### config.mk
export PLATFORM = sky130hd
export DESIGN_NAME = pipelined_comparison_unit_flat
export DESIGN_NICKNAME = d
export VERILOG_FILES = /design/src/rtl/pipelined_comparison_unit_pkg.sv /design/src/rtl/pipelined_comparison_unit_if.sv /design/src/rtl/pipelined_comparison_unit_lane_comparator.sv /design/src/rtl/pipelined_comparison_unit.sv /design/src/flat_wrapper.sv
export SDC_FILE = /design/constraint.sdc
export NUM_CORES = 1
export LEC_CHECK = 0
export CAP_MARGIN = 40
export CORE_UTILIZATION = 36
export CTS_CLUSTER_DIAMETER = 80
export CTS_CLUSTER_SIZE = 12
export DETAILED_ROUTE_END_ITERATION = 8
export REMOVE_ABC_BUFFERS = 1
export SYNTH_ARGS = -nofsm -noshare
export SYNTH_HDL_FRONTEND = slang
export SYNTH_SLANG_ARGS = --single-unit
### constraint.sdc
create_clock -name clk -period 3.3 [get_ports clk]
set_input_delay 0.99 -clock clk [delete_from_list [all_inputs] [get_ports clk]]
set_output_delay 0.99 -clock clk [all_outputs]
set_load 0.01 [all_outputs]
### src/rtl/pipelined_comparison_unit_pkg.sv
// Shared sizes, compare opcodes and the request record carried through the comparison pipeline.
package pipelined_comparison_unit_pkg;

    localparam int DATA_W    = 32;
    localparam int LANES     = 4;
    localparam int NUM_FLAGS = 8;

    // One extra index bit so callers can name an out-of-range flag, which the unit ignores.
    function automatic int fidx_width(input int n);
        return $clog2(n) + 1;
    endfunction

    localparam int FIDX_W = fidx_width(NUM_FLAGS);
    localparam int FSEL_W = FIDX_W - 1;

    typedef enum logic [2:0] {
        OP_GT   = 3'd0,
        OP_LT   = 3'd1,
        OP_EQ   = 3'd2,
        OP_NEQ  = 3'd3,
        OP_GTE  = 3'd4,
        OP_LTE  = 3'd5,
        OP_RSV6 = 3'd6,
        OP_RSV7 = 3'd7
    } compare_op_t;

    typedef struct packed {
        logic [LANES*DATA_W-1:0] a;
        logic [LANES*DATA_W-1:0] b;
        compare_op_t             op;
        logic                    is_signed;
        logic [LANES-1:0]        lane_mask;
        logic                    cond_en;
        logic                    cond_negate;
        logic [FIDX_W-1:0]       cond_flag;
        logic                    set_en;
        logic                    set_negate;
        logic [FIDX_W-1:0]       set_flag;
    } cmp_req_t;

endpackage

### src/rtl/pipelined_comparison_unit_if.sv
// Request/result handshake, external flag-write port and flag file view of the comparison unit.
interface pipelined_comparison_unit_if;
    import pipelined_comparison_unit_pkg::*;

    logic                     in_valid;
    logic                     in_ready;
    logic [LANES*DATA_W-1:0]  in_a;
    logic [LANES*DATA_W-1:0]  in_b;
    compare_op_t              in_op;
    logic                     in_signed;
    logic [LANES-1:0]         in_lane_mask;
    logic                     in_cond_en;
    logic                     in_cond_negate;
    logic [FIDX_W-1:0]        in_cond_flag;
    logic                     in_set_en;
    logic                     in_set_negate;
    logic [FIDX_W-1:0]        in_set_flag;
    logic                     out_valid;
    logic                     out_ready;
    logic [LANES-1:0]         out_result;
    logic [LANES-1:0]         out_exec;
    logic                     ext_wr_en;
    logic [LANES-1:0]         ext_wr_lanes;
    logic [FIDX_W-1:0]        ext_wr_flag;
    logic                     ext_wr_value;
    logic [LANES*NUM_FLAGS-1:0] flags;

    modport master (
        output in_valid, in_a, in_b, in_op, in_signed, in_lane_mask,
               in_cond_en, in_cond_negate, in_cond_flag,
               in_set_en, in_set_negate, in_set_flag,
               out_ready, ext_wr_en, ext_wr_lanes, ext_wr_flag, ext_wr_value,
        input  in_ready, out_valid, out_result, out_exec, flags
    );

    modport slave (
        input  in_valid, in_a, in_b, in_op, in_signed, in_lane_mask,
               in_cond_en, in_cond_negate, in_cond_flag,
               in_set_en, in_set_negate, in_set_flag,
               out_ready, ext_wr_en, ext_wr_lanes, ext_wr_flag, ext_wr_value,
        output in_ready, out_valid, out_result, out_exec, flags
    );

endinterface

### src/rtl/pipelined_comparison_unit_lane_comparator.sv
// Combinational single-lane compare of a against b; reserved opcodes yield 0.
module pipelined_comparison_unit_lane_comparator
    import pipelined_comparison_unit_pkg::*;
(
    input  logic [DATA_W-1:0] a,
    input  logic [DATA_W-1:0] b,
    input  compare_op_t       op,
    input  logic              is_signed,
    output logic              raw
);

    logic gt;
    logic eq;

    always_comb begin
        eq  = (a == b);
        gt  = is_signed ? ($signed(a) > $signed(b)) : (a > b);
        raw = 1'b0;
        case (op)
            OP_GT:   raw = gt;
            OP_LT:   raw = !gt && !eq;
            OP_EQ:   raw = eq;
            OP_NEQ:  raw = !eq;
            OP_GTE:  raw = gt || eq;
            OP_LTE:  raw = !gt;
            default: raw = 1'b0;
        endcase
    end

endmodule

### src/rtl/pipelined_comparison_unit.sv
// Two-stage multi-lane comparator with per-lane flag file: accept at edge k, result and flag commit at edge k+1.
// Result register holds until out_ready; a stalled request in S1 re-reads the flags every cycle.
module pipelined_comparison_unit
    import pipelined_comparison_unit_pkg::*;
(
    input  logic                        clk,
    input  logic                        rst,
    pipelined_comparison_unit_if.slave  bus
);

    localparam logic [FIDX_W-1:0] FLAG_LIMIT = FIDX_W'(NUM_FLAGS);

    cmp_req_t                          in_req;
    cmp_req_t                          s1_req_d, s1_req_q;
    logic                              s1_valid_d, s1_valid_q;
    logic                              out_valid_d, out_valid_q;
    logic [LANES-1:0]                  out_result_d, out_result_q;
    logic [LANES-1:0]                  out_exec_d, out_exec_q;
    logic [LANES-1:0][NUM_FLAGS-1:0]   flags_d, flags_q;

    logic             s2_load;
    logic             accept;
    logic             cond_in_range;
    logic             set_in_range;
    logic             ext_in_range;
    logic [LANES-1:0] raw;
    logic [LANES-1:0] exec;
    logic [LANES-1:0] res;

    assign s2_load      = s1_valid_q && (!out_valid_q || bus.out_ready);
    assign bus.in_ready = !rst && (!s1_valid_q || s2_load);
    assign accept       = bus.in_valid && bus.in_ready;

    assign bus.out_valid  = out_valid_q;
    assign bus.out_result = out_result_q;
    assign bus.out_exec   = out_exec_q;
    assign bus.flags      = flags_q;

    always_comb begin
        in_req             = '0;
        in_req.a           = bus.in_a;
        in_req.b           = bus.in_b;
        in_req.op          = bus.in_op;
        in_req.is_signed   = bus.in_signed;
        in_req.lane_mask   = bus.in_lane_mask;
        in_req.cond_en     = bus.in_cond_en;
        in_req.cond_negate = bus.in_cond_negate;
        in_req.cond_flag   = bus.in_cond_flag;
        in_req.set_en      = bus.in_set_en;
        in_req.set_negate  = bus.in_set_negate;
        in_req.set_flag    = bus.in_set_flag;
    end

    for (genvar l = 0; l < LANES; l++) begin : g_lane
        pipelined_comparison_unit_lane_comparator u_cmp (
            .a         (s1_req_q.a[l*DATA_W +: DATA_W]),
            .b         (s1_req_q.b[l*DATA_W +: DATA_W]),
            .op        (s1_req_q.op),
            .is_signed (s1_req_q.is_signed),
            .raw       (raw[l])
        );
    end

    // S2 evaluation reads committed flags, so a flag written by the previous op is already visible.
    always_comb begin
        cond_in_range = (s1_req_q.cond_flag < FLAG_LIMIT);
        set_in_range  = (s1_req_q.set_flag < FLAG_LIMIT);
        ext_in_range  = (bus.ext_wr_flag < FLAG_LIMIT);
        exec          = '0;
        res           = '0;
        for (int l = 0; l < LANES; l++) begin
            exec[l] = s1_req_q.lane_mask[l] &&
                      (!s1_req_q.cond_en ||
                       (cond_in_range &&
                        (flags_q[l][s1_req_q.cond_flag[FSEL_W-1:0]] ^ s1_req_q.cond_negate)));
            res[l]  = exec[l] && (raw[l] ^ s1_req_q.set_negate);
        end
    end

    always_comb begin
        s1_req_d     = s1_req_q;
        s1_valid_d   = s1_valid_q && !s2_load;
        out_valid_d  = out_valid_q && !bus.out_ready;
        out_result_d = out_result_q;
        out_exec_d   = out_exec_q;
        flags_d      = flags_q;

        if (accept) begin
            s1_valid_d = 1'b1;
            s1_req_d   = in_req;
        end

        if (s2_load) begin
            out_valid_d  = 1'b1;
            out_result_d = res;
            out_exec_d   = exec;
        end

        // External write first so a pipeline write to the same flag overrides it.
        if (bus.ext_wr_en && ext_in_range) begin
            for (int l = 0; l < LANES; l++) begin
                if (bus.ext_wr_lanes[l]) begin
                    flags_d[l][bus.ext_wr_flag[FSEL_W-1:0]] = bus.ext_wr_value;
                end
            end
        end

        if (s2_load && s1_req_q.set_en && set_in_range) begin
            for (int l = 0; l < LANES; l++) begin
                if (exec[l]) begin
                    flags_d[l][s1_req_q.set_flag[FSEL_W-1:0]] = raw[l] ^ s1_req_q.set_negate;
                end
            end
        end
    end

    always_ff @(posedge clk) begin
        if (rst) begin
            s1_req_q     <= '0;
            s1_valid_q   <= 1'b0;
            out_valid_q  <= 1'b0;
            out_result_q <= '0;
            out_exec_q   <= '0;
            flags_q      <= '0;
        end else begin
            s1_req_q     <= s1_req_d;
            s1_valid_q   <= s1_valid_d;
            out_valid_q  <= out_valid_d;
            out_result_q <= out_result_d;
            out_exec_q   <= out_exec_d;
            flags_q      <= flags_d;
        end
    end

endmodule
### src/flat_wrapper.sv
// flat-port wrapper written by rule: the top's interface ports become plain ports
module pipelined_comparison_unit_flat import pipelined_comparison_unit_pkg::*;
  (clk, rst, bus_in_valid, bus_in_a, bus_in_b, bus_in_op, bus_in_signed, bus_in_lane_mask, bus_in_cond_en, bus_in_cond_negate, bus_in_cond_flag, bus_in_set_en, bus_in_set_negate, bus_in_set_flag, bus_out_ready, bus_ext_wr_en, bus_ext_wr_lanes, bus_ext_wr_flag, bus_ext_wr_value, bus_in_ready, bus_out_valid, bus_out_result, bus_out_exec, bus_flags);
  pipelined_comparison_unit_if bus_i ();
  input  logic clk;
  input  logic rst;
  input wire logic [$bits(bus_i.in_valid)-1:0] bus_in_valid;
  input wire logic [$bits(bus_i.in_a)-1:0] bus_in_a;
  input wire logic [$bits(bus_i.in_b)-1:0] bus_in_b;
  input wire logic [$bits(bus_i.in_op)-1:0] bus_in_op;
  input wire logic [$bits(bus_i.in_signed)-1:0] bus_in_signed;
  input wire logic [$bits(bus_i.in_lane_mask)-1:0] bus_in_lane_mask;
  input wire logic [$bits(bus_i.in_cond_en)-1:0] bus_in_cond_en;
  input wire logic [$bits(bus_i.in_cond_negate)-1:0] bus_in_cond_negate;
  input wire logic [$bits(bus_i.in_cond_flag)-1:0] bus_in_cond_flag;
  input wire logic [$bits(bus_i.in_set_en)-1:0] bus_in_set_en;
  input wire logic [$bits(bus_i.in_set_negate)-1:0] bus_in_set_negate;
  input wire logic [$bits(bus_i.in_set_flag)-1:0] bus_in_set_flag;
  input wire logic [$bits(bus_i.out_ready)-1:0] bus_out_ready;
  input wire logic [$bits(bus_i.ext_wr_en)-1:0] bus_ext_wr_en;
  input wire logic [$bits(bus_i.ext_wr_lanes)-1:0] bus_ext_wr_lanes;
  input wire logic [$bits(bus_i.ext_wr_flag)-1:0] bus_ext_wr_flag;
  input wire logic [$bits(bus_i.ext_wr_value)-1:0] bus_ext_wr_value;
  output wire logic [$bits(bus_i.in_ready)-1:0] bus_in_ready;
  output wire logic [$bits(bus_i.out_valid)-1:0] bus_out_valid;
  output wire logic [$bits(bus_i.out_result)-1:0] bus_out_result;
  output wire logic [$bits(bus_i.out_exec)-1:0] bus_out_exec;
  output wire logic [$bits(bus_i.flags)-1:0] bus_flags;
  assign bus_i.in_valid = bus_in_valid;
  assign bus_i.in_a = bus_in_a;
  assign bus_i.in_b = bus_in_b;
  assign bus_i.in_op = bus_in_op;
  assign bus_i.in_signed = bus_in_signed;
  assign bus_i.in_lane_mask = bus_in_lane_mask;
  assign bus_i.in_cond_en = bus_in_cond_en;
  assign bus_i.in_cond_negate = bus_in_cond_negate;
  assign bus_i.in_cond_flag = bus_in_cond_flag;
  assign bus_i.in_set_en = bus_in_set_en;
  assign bus_i.in_set_negate = bus_in_set_negate;
  assign bus_i.in_set_flag = bus_in_set_flag;
  assign bus_i.out_ready = bus_out_ready;
  assign bus_i.ext_wr_en = bus_ext_wr_en;
  assign bus_i.ext_wr_lanes = bus_ext_wr_lanes;
  assign bus_i.ext_wr_flag = bus_ext_wr_flag;
  assign bus_i.ext_wr_value = bus_ext_wr_value;
  assign bus_in_ready = bus_i.in_ready;
  assign bus_out_valid = bus_i.out_valid;
  assign bus_out_result = bus_i.out_result;
  assign bus_out_exec = bus_i.out_exec;
  assign bus_flags = bus_i.flags;
  pipelined_comparison_unit u_core (.clk(clk), .rst(rst), .bus(bus_i));
endmodule
# --- Yosys cells after proc, flatten, opt, wreduce, memory -nomap -nowiden ---
# Index checks and enable logic that the tools add are counted.
totals:
  ff_bits: 318
  word_cells: 143
  ramBits: 0
  output_inout_bits: 42
  romBits: 0
  n_memories: 0
  latchBits: 0
classes:
  n_eq_ne: 9
  n_bitwise: 8
  n_mux: 40
  n_addsub: 0
  n_shift: 0
  order_cmp: 16
  div_mod_pow: 0
  mul: 0
  n_reduce_logical: 51
ops:
  columns: ["cell", "count"]
  rows:
  - ["greater-than comparator 32 bit", 8]
  - ["equality test 32 bit", 4]
  - ["bitwise mux 8 bit", 8]
  - ["2-to-1 mux 32 bit", 2]
  - ["2-to-1 mux 8 bit", 8]
  - ["logical AND 1 bit", 26]
  - ["one-hot mux 1 bit (6 select lines)", 4]
  - ["logical NOT 1 bit", 14]
  - ["binary-select mux 1 bit (select 3 bit)", 4]
  - ["less-than comparator 3 x 4 -> 1 bit (second input constant)", 3]
  - ["less-than comparator 4 bit (second input constant)", 3]
  - ["2-to-1 mux 1 bit", 12]
  - ["logical OR 1 bit", 10]
  - ["XOR 1 bit", 8]
  - ["demux 1 bit (select 3 bit)", 2]
  - ["equality test 3 x 2 -> 1 bit (second input constant)", 2]
  - ["equality test 3 bit (second input constant)", 2]
  - [">= comparator 3 x 1 -> 1 bit (second input constant)", 2]
  - ["equality test 3 x 1 -> 1 bit (second input constant)", 1]
  - ["logical NOT 3 bit", 1]

# --- Logic depth before layout (Yosys ltp) ---
logic_depth:
  depth_word: 10
  ltp_mapped: 12
  ltp_nobuf: 11

# --- By module ---
# A second synthesis with hierarchy kept.
hier_totals:
  cells_unflattened: 1999
  area_unflattened_um2: 16308.1
by_module_without_submodules:
  columns: ["mod", "area_per_inst_um2", "cells_per_inst", "n_inst"]
  rows:
  - ["pipelined_comparison_unit", 12729.7, 1515, 1]
  - ["pipelined_comparison_unit_lane_comparator", 894.6, 121, 4]

# --- Worst setup path after synthesis ---
# Ideal clock, no wire load.
synth_path:
  path_type: "input-to-reg"
  startpoint: "input port bus_out_ready"
  endpoint: "register u_core.flags_q, in the netlist u_core.bus.flags[24]"
  slack_ns: 0.510
  path_buffers: 2
  cell_stages: 9
  t_arrival_ns: 2.699
  setup_ns: 0.091
  cell_sequence: "nor2b_4 nand2b_1 buf_2 or4b_1 clkbuf_1 nor3_1 and3_1 a311oi_1 a311oi_1"
synth_between:
  elab_chain_len: 5
synth_lines:
  columns: ["element", "line_no", "source"]
  rows:
  - ["from (decl)", "flat_wrapper.sv:19", "input wire logic [$bits(bus_i.out_ready)-1:0] bus_out_ready;"]
  - ["logical OR 1 bit", "pipelined_comparison_unit.sv:30", "assign s2_load = s1_valid_q && (!out_valid_q || bus.out_ready);"]
  - ["logical AND 1 bit", "pipelined_comparison_unit.sv:30", null]
  - ["logical AND 1 bit (2 in series)", "pipelined_comparison_unit.sv:108", "if (s2_load && s1_req_q.set_en && set_in_range) begin"]
  - ["2-to-1 mux 32 bit", "pipelined_comparison_unit.sv:108", null]
  - ["to (signal assigned)", "pipelined_comparison_unit.sv:131", "flags_q <= flags_d;"]
  - ["to (decl)", "pipelined_comparison_unit.sv:19", "logic [LANES-1:0][NUM_FLAGS-1:0] flags_d, flags_q;"]
# Every way passes these cells.
# A chain may end at the register's enable or synchronous reset.

# --- Worst setup path after layout ---
layout_path:
  startpoint: "register u_core.s1_req_q[91] (netlist bit)"
  endpoint: "register u_core.flags_q, in the netlist u_core.bus.flags[18]"
layout_between:
  elab_chain_len: 9
layout_lines:
  columns: ["element", "line_no", "source"]
  rows:
  - ["from (decl)", "pipelined_comparison_unit.sv:14", "cmp_req_t s1_req_d, s1_req_q;"]
  - ["from (signal assigned)", "pipelined_comparison_unit.sv:126", "s1_req_q <= s1_req_d;"]
  - ["greater-than comparator 32 bit", "pipelined_comparison_unit_lane_comparator.sv:17", "gt = is_signed ? ($signed(a) > $signed(b)) : (a > b);"]
  - ["2-to-1 mux 1 bit", "pipelined_comparison_unit_lane_comparator.sv:17", null]
  - ["logical NOT 1 bit", "pipelined_comparison_unit_lane_comparator.sv:21, pipelined_comparison_unit_lane_comparator.sv:25", null]
  - ["logical AND 1 bit", "pipelined_comparison_unit_lane_comparator.sv:21", "OP_LT: raw = !gt && !eq;"]
  - ["one-hot mux 1 bit (6 select lines) (*)", "pipelined_comparison_unit_lane_comparator.sv:19", "case (op)"]
  - ["XOR 1 bit (*)", "pipelined_comparison_unit.sv:111", "flags_d[l][s1_req_q.set_flag[FSEL_W-1:0]] = raw[l] ^ s1_req_q.set_negate;"]
  - ["bitwise mux 8 bit (*)", "pipelined_comparison_unit.sv:111", null]
  - ["2-to-1 mux 8 bit (*)", "pipelined_comparison_unit.sv:110", "if (exec[l]) begin"]
  - ["2-to-1 mux 32 bit (*)", "pipelined_comparison_unit.sv:108", null]
# Mark *: on every way between the ends. The rest lies on a longest branch, timed or not.

==> flow_summary.json <==
{
  "worstSetupEndpointType": "flop",
  "dp.cells": 2768,
  "status": "complete, no violations",
  "finalSetupViolations": 0,
  "antenna_found_initial": 2,
  "numPortBuffers": 331,
  "ys_dominant_reg_cell": "dfxtp_1",
  "ios": 332,
  "p_seq_frac": 0.465,
  "tns_ns": 0,
  "tritoncts": "built",
  "syn_avg_cell_area_um2": 8.353,
  "whs_path_depth": 2,
  "multi_input_area_um2": 8683,
  "finalCriticalPeriod_ns": 3.072,
  "synth-edff-count": 0,
  "grt_pass1_vias": 13927,
  "drc": 0,
  "vias_per_cell": 5.066,
  "post-route-util": 0.4834,
  "htree_num_levels": 1,
  "switchingPower_w": 0.002455,
  "synthArstFlopShare": 0,
  "vias": 14225,
  "overflow": 0,
  "rsz0062_at_grt": "false",
  "worst_setup_path_start_kind": "flop",
  "pwr-share-comb": 0.199,
  "grt_use_total": 0.1990,
  "clock_path_buffers": 3,
  "clk_pin_slew_ns": 0.06,
  "peakVddDrop_v": 0.0003146,
  "max_slew_margin": 0.4965,
  "cellPowerDensity_nw_per_um2": 433.0,
  "hold_violations": 0,
  "regArea_um2": 6366,
  "path_class": "flop to flop",
  "n_fill_cell": 4223,
  "final_area_um2": 21010,
  "ff2ff_path_depth": 11,
  "drive_gt1_frac": 0.06036,
  "final_nets": 2635,
  "cts_sinks": 318,
  "drtAntennaViolNets": 0,
  "internal_power_w": 0.006640,
  "drv_slew": 0,
  "avgRoutedWirePerCell_um": 16.24,
  "crit_arrival_ns": 3.54,
  "dr.first_iter.drc_count": 851,
  "post_dp_cell_area_um2": 20190,
  "die-area_um2": 45230,
  "cap_violations": 0,
  "ys_seq_elements": 318,
  "leakage_nw": 8.873,
  "clock_latency_ns": 0.58,
  "chipWidth_um": 212.7,
  "drtPass1Iterations": 5,
  "start_util": 0.3677,
  "slowest_stage": "o31a_1",
  "finClkSkew_ns": 0.03557,
  "fin_cells": 2808,
  "crit_required_ns": 3.77,
  "core_area_um2": 43460,
  "synth_cells": 1913,
  "worstPathCellList": "inv_1, ha_1, a21oi_1, o21ai_0, a221o_1, o31a_1, or3_1, a22oi_1, or4_4, nand3_4, a311oi_1",
  "tightest_slew_ns": 0.7553,
  "hold_class": "flop to flop",
  "die_y_um": 212.7,
  "yosys_warnings": 0,
  "crit_path_max_incr_delay_ns": 0.36,
  "cts_root_buf": "clkbuf_16",
  "gp_congestion": 0.8524,
  "synth.distinct_cells": 72,
  "max_freq_ghz": 0.3256,
  "grt_pass1_wl_um": 72570,
  "pwr-share-clk": 0.337,
  "path_max_fanout": 8,
  "switching_share": 0.2699,
  "fin_crit_sh": 0.9308,
  "dpl.hpwl_um": 33580,
  "grt_start_max_net_pins": 171,
  "syn_to_final_growth_pct": 31.46,
  "synth_area_um2": 15980,
  "routed_wl_um": 45610,
  "ys_seq_area_frac": 0.3984,
  "cts_made_buffers": 30,
  "rows": 76
}
[placed cells by master (no fill, tap or decap), types with 9 or more instances in the layout]
master           synthesis  layout
o31ai_1                131     131
dfxtp_1                318     318
mux2_2                  15      15
and3_1                  18      18
a21boi_0                 9       9
inv_1                  132     132
buf_4                    1      44
clkbuf_16                0      31
nand2b_1                 9       9
nand2_1                492     491
clkdlybuf4s50_1          0     329
nand3b_1               151     151
a311oi_1                26      26
mux2i_1                 11      11
ha_1                   128     128
o21ai_0                 21      21
nand4_1                 24      24
nand3_1                 18      18
buf_12                   0      14
a21oi_1                 61      61
nor3_1                  21      21
nor2b_1                  9       9
nor2_1                  54      54
a21o_1                  35      35
[flip-flops by register name (all words and copies together), names as in the netlist]
name / cells
u_core.s1_req_q: 276
u_core.bus.flags: 32
u_core.bus.out_exec: 4
u_core.bus.out_result: 4
u_core.bus.out_valid: 1
u_core.s1_valid_q: 1
[final cells by class]
| class | instances | share of cell area |
|---|---|---|
| Multi-Input combinational cell | 1345 | 0.4134 |
| Antenna cell | 3 | 0.0003574 |
| Clock inverter | 1 | 0.0002383 |
| Sequential cell | 318 | 0.3031 |
| Tap cell | 585 | 0.03484 |
| Clock buffer | 34 | 0.03747 |
| Inverter | 133 | 0.02377 |
| Timing Repair Buffer | 389 | 0.1869 |
[through the flow]
stage	hold WS (ns)	power [W]	worst slack [ns]
after floorplan	0.4444	0.005306	-5.385
after global placement	0.4482	0.006081	0.003846
after detailed placement	0.4519	0.006105	-0.1082
after CTS	0.4636	0.009213	0.2091
after global routing	0.4852	0.009607	0.01767
final	0.4587	0.009096	0.2283
[worst paths after layout]
kind	from	endpoint	slack [ns]
setup / recovery	u_core.s1_req_q[91]	u_core.bus.flags[18]	0.23
hold / removal	u_core.bus.out_exec[2]	u_core.bus.out_exec[2]	0.46
setup reg to reg	u_core.s1_req_q[91]	u_core.bus.flags[18]	0.23
hold reg to reg	u_core.bus.out_exec[2]	u_core.bus.out_exec[2]	0.46
[synthesized netlist by cell type (11+ instances only)]
cell type | number | area share
inv_1 | 132 | 0.031
mux2i_1 | 11 | 0.0069
nand4_1 | 24 | 0.0094
a311oi_1 | 26 | 0.014
nand2_1 | 492 | 0.12
nor3_1 | 21 | 0.0066
dfxtp_1 | 318 | 0.40
nand3_1 | 18 | 0.0056
nand3b_1 | 151 | 0.071
o21ai_0 | 21 | 0.0066
mux2_2 | 15 | 0.011
clkbuf_1 | 105 | 0.025
a21o_1 | 35 | 0.016
o31ai_1 | 131 | 0.062
and3_1 | 18 | 0.0070
a21oi_1 | 61 | 0.019
nor2_1 | 54 | 0.013
ha_1 | 128 | 0.10
[repair_timing]
| item | 4_1_cts | 5_1_grt |
|---|---|---|
| buffers inserted | 0 | 2 |
| resized for setup | 1 | 1 |
| pin swaps | 0 | 1 |
| hold buffers | 0 | 0 |
| setup endpoints to repair | 1 | 9 |
[layer usage]
layer / wire length (µm) / vias to the layer above / GRT usage
li1: - / 7230 / -
met1: 21240 / 6604 / 0.2657
met2: 20780 / 338 / 0.3291
met3: 2665 / 53 / 0.03986
met4: 926 / 0 / 0.04540
met5: 0 / - / 0
[power by group through the flow]
stage	clock network (W)	logic, W	registers [W]
6_report	0.00306	0.00181	0.00423
5_1_grt	0.00334	0.00201	0.00425
4_1_cts	0.00317	0.00181	0.00423
3_5_place_dp	0	0.00180	0.00431
3_3_place_gp	0	0.00178	0.00430
2_1_floorplan	0	0.00103	0.00428
[kinds of logic after synthesis]
| group | Yosys count | synth area share |
|---|---|---|
| simple gates | 840 | 0.2578 |
| flops | 318 | 0.3984 |
| buf+inv | 250 | 0.05928 |
| fa+ha+maj | 128 | 0.1002 |
| compound gates | 337 | 0.1522 |
| mux | 34 | 0.02874 |
| xor+xnor | 6 | 0.003289 |
[worst max-delay path, delay by kind of cell (launching register included)]
| family | cells | cell delay (ns) |
|---|---|---|
| flops | 1 | 0.30 |
| fa+ha+maj | 1 | 0.30 |
| simple gates | 3 | 0.69 |
| compound gates | 6 | 1.61 |
| buf+inv | 1 | 0.05 |
Power figures use the tool's default switching activity.
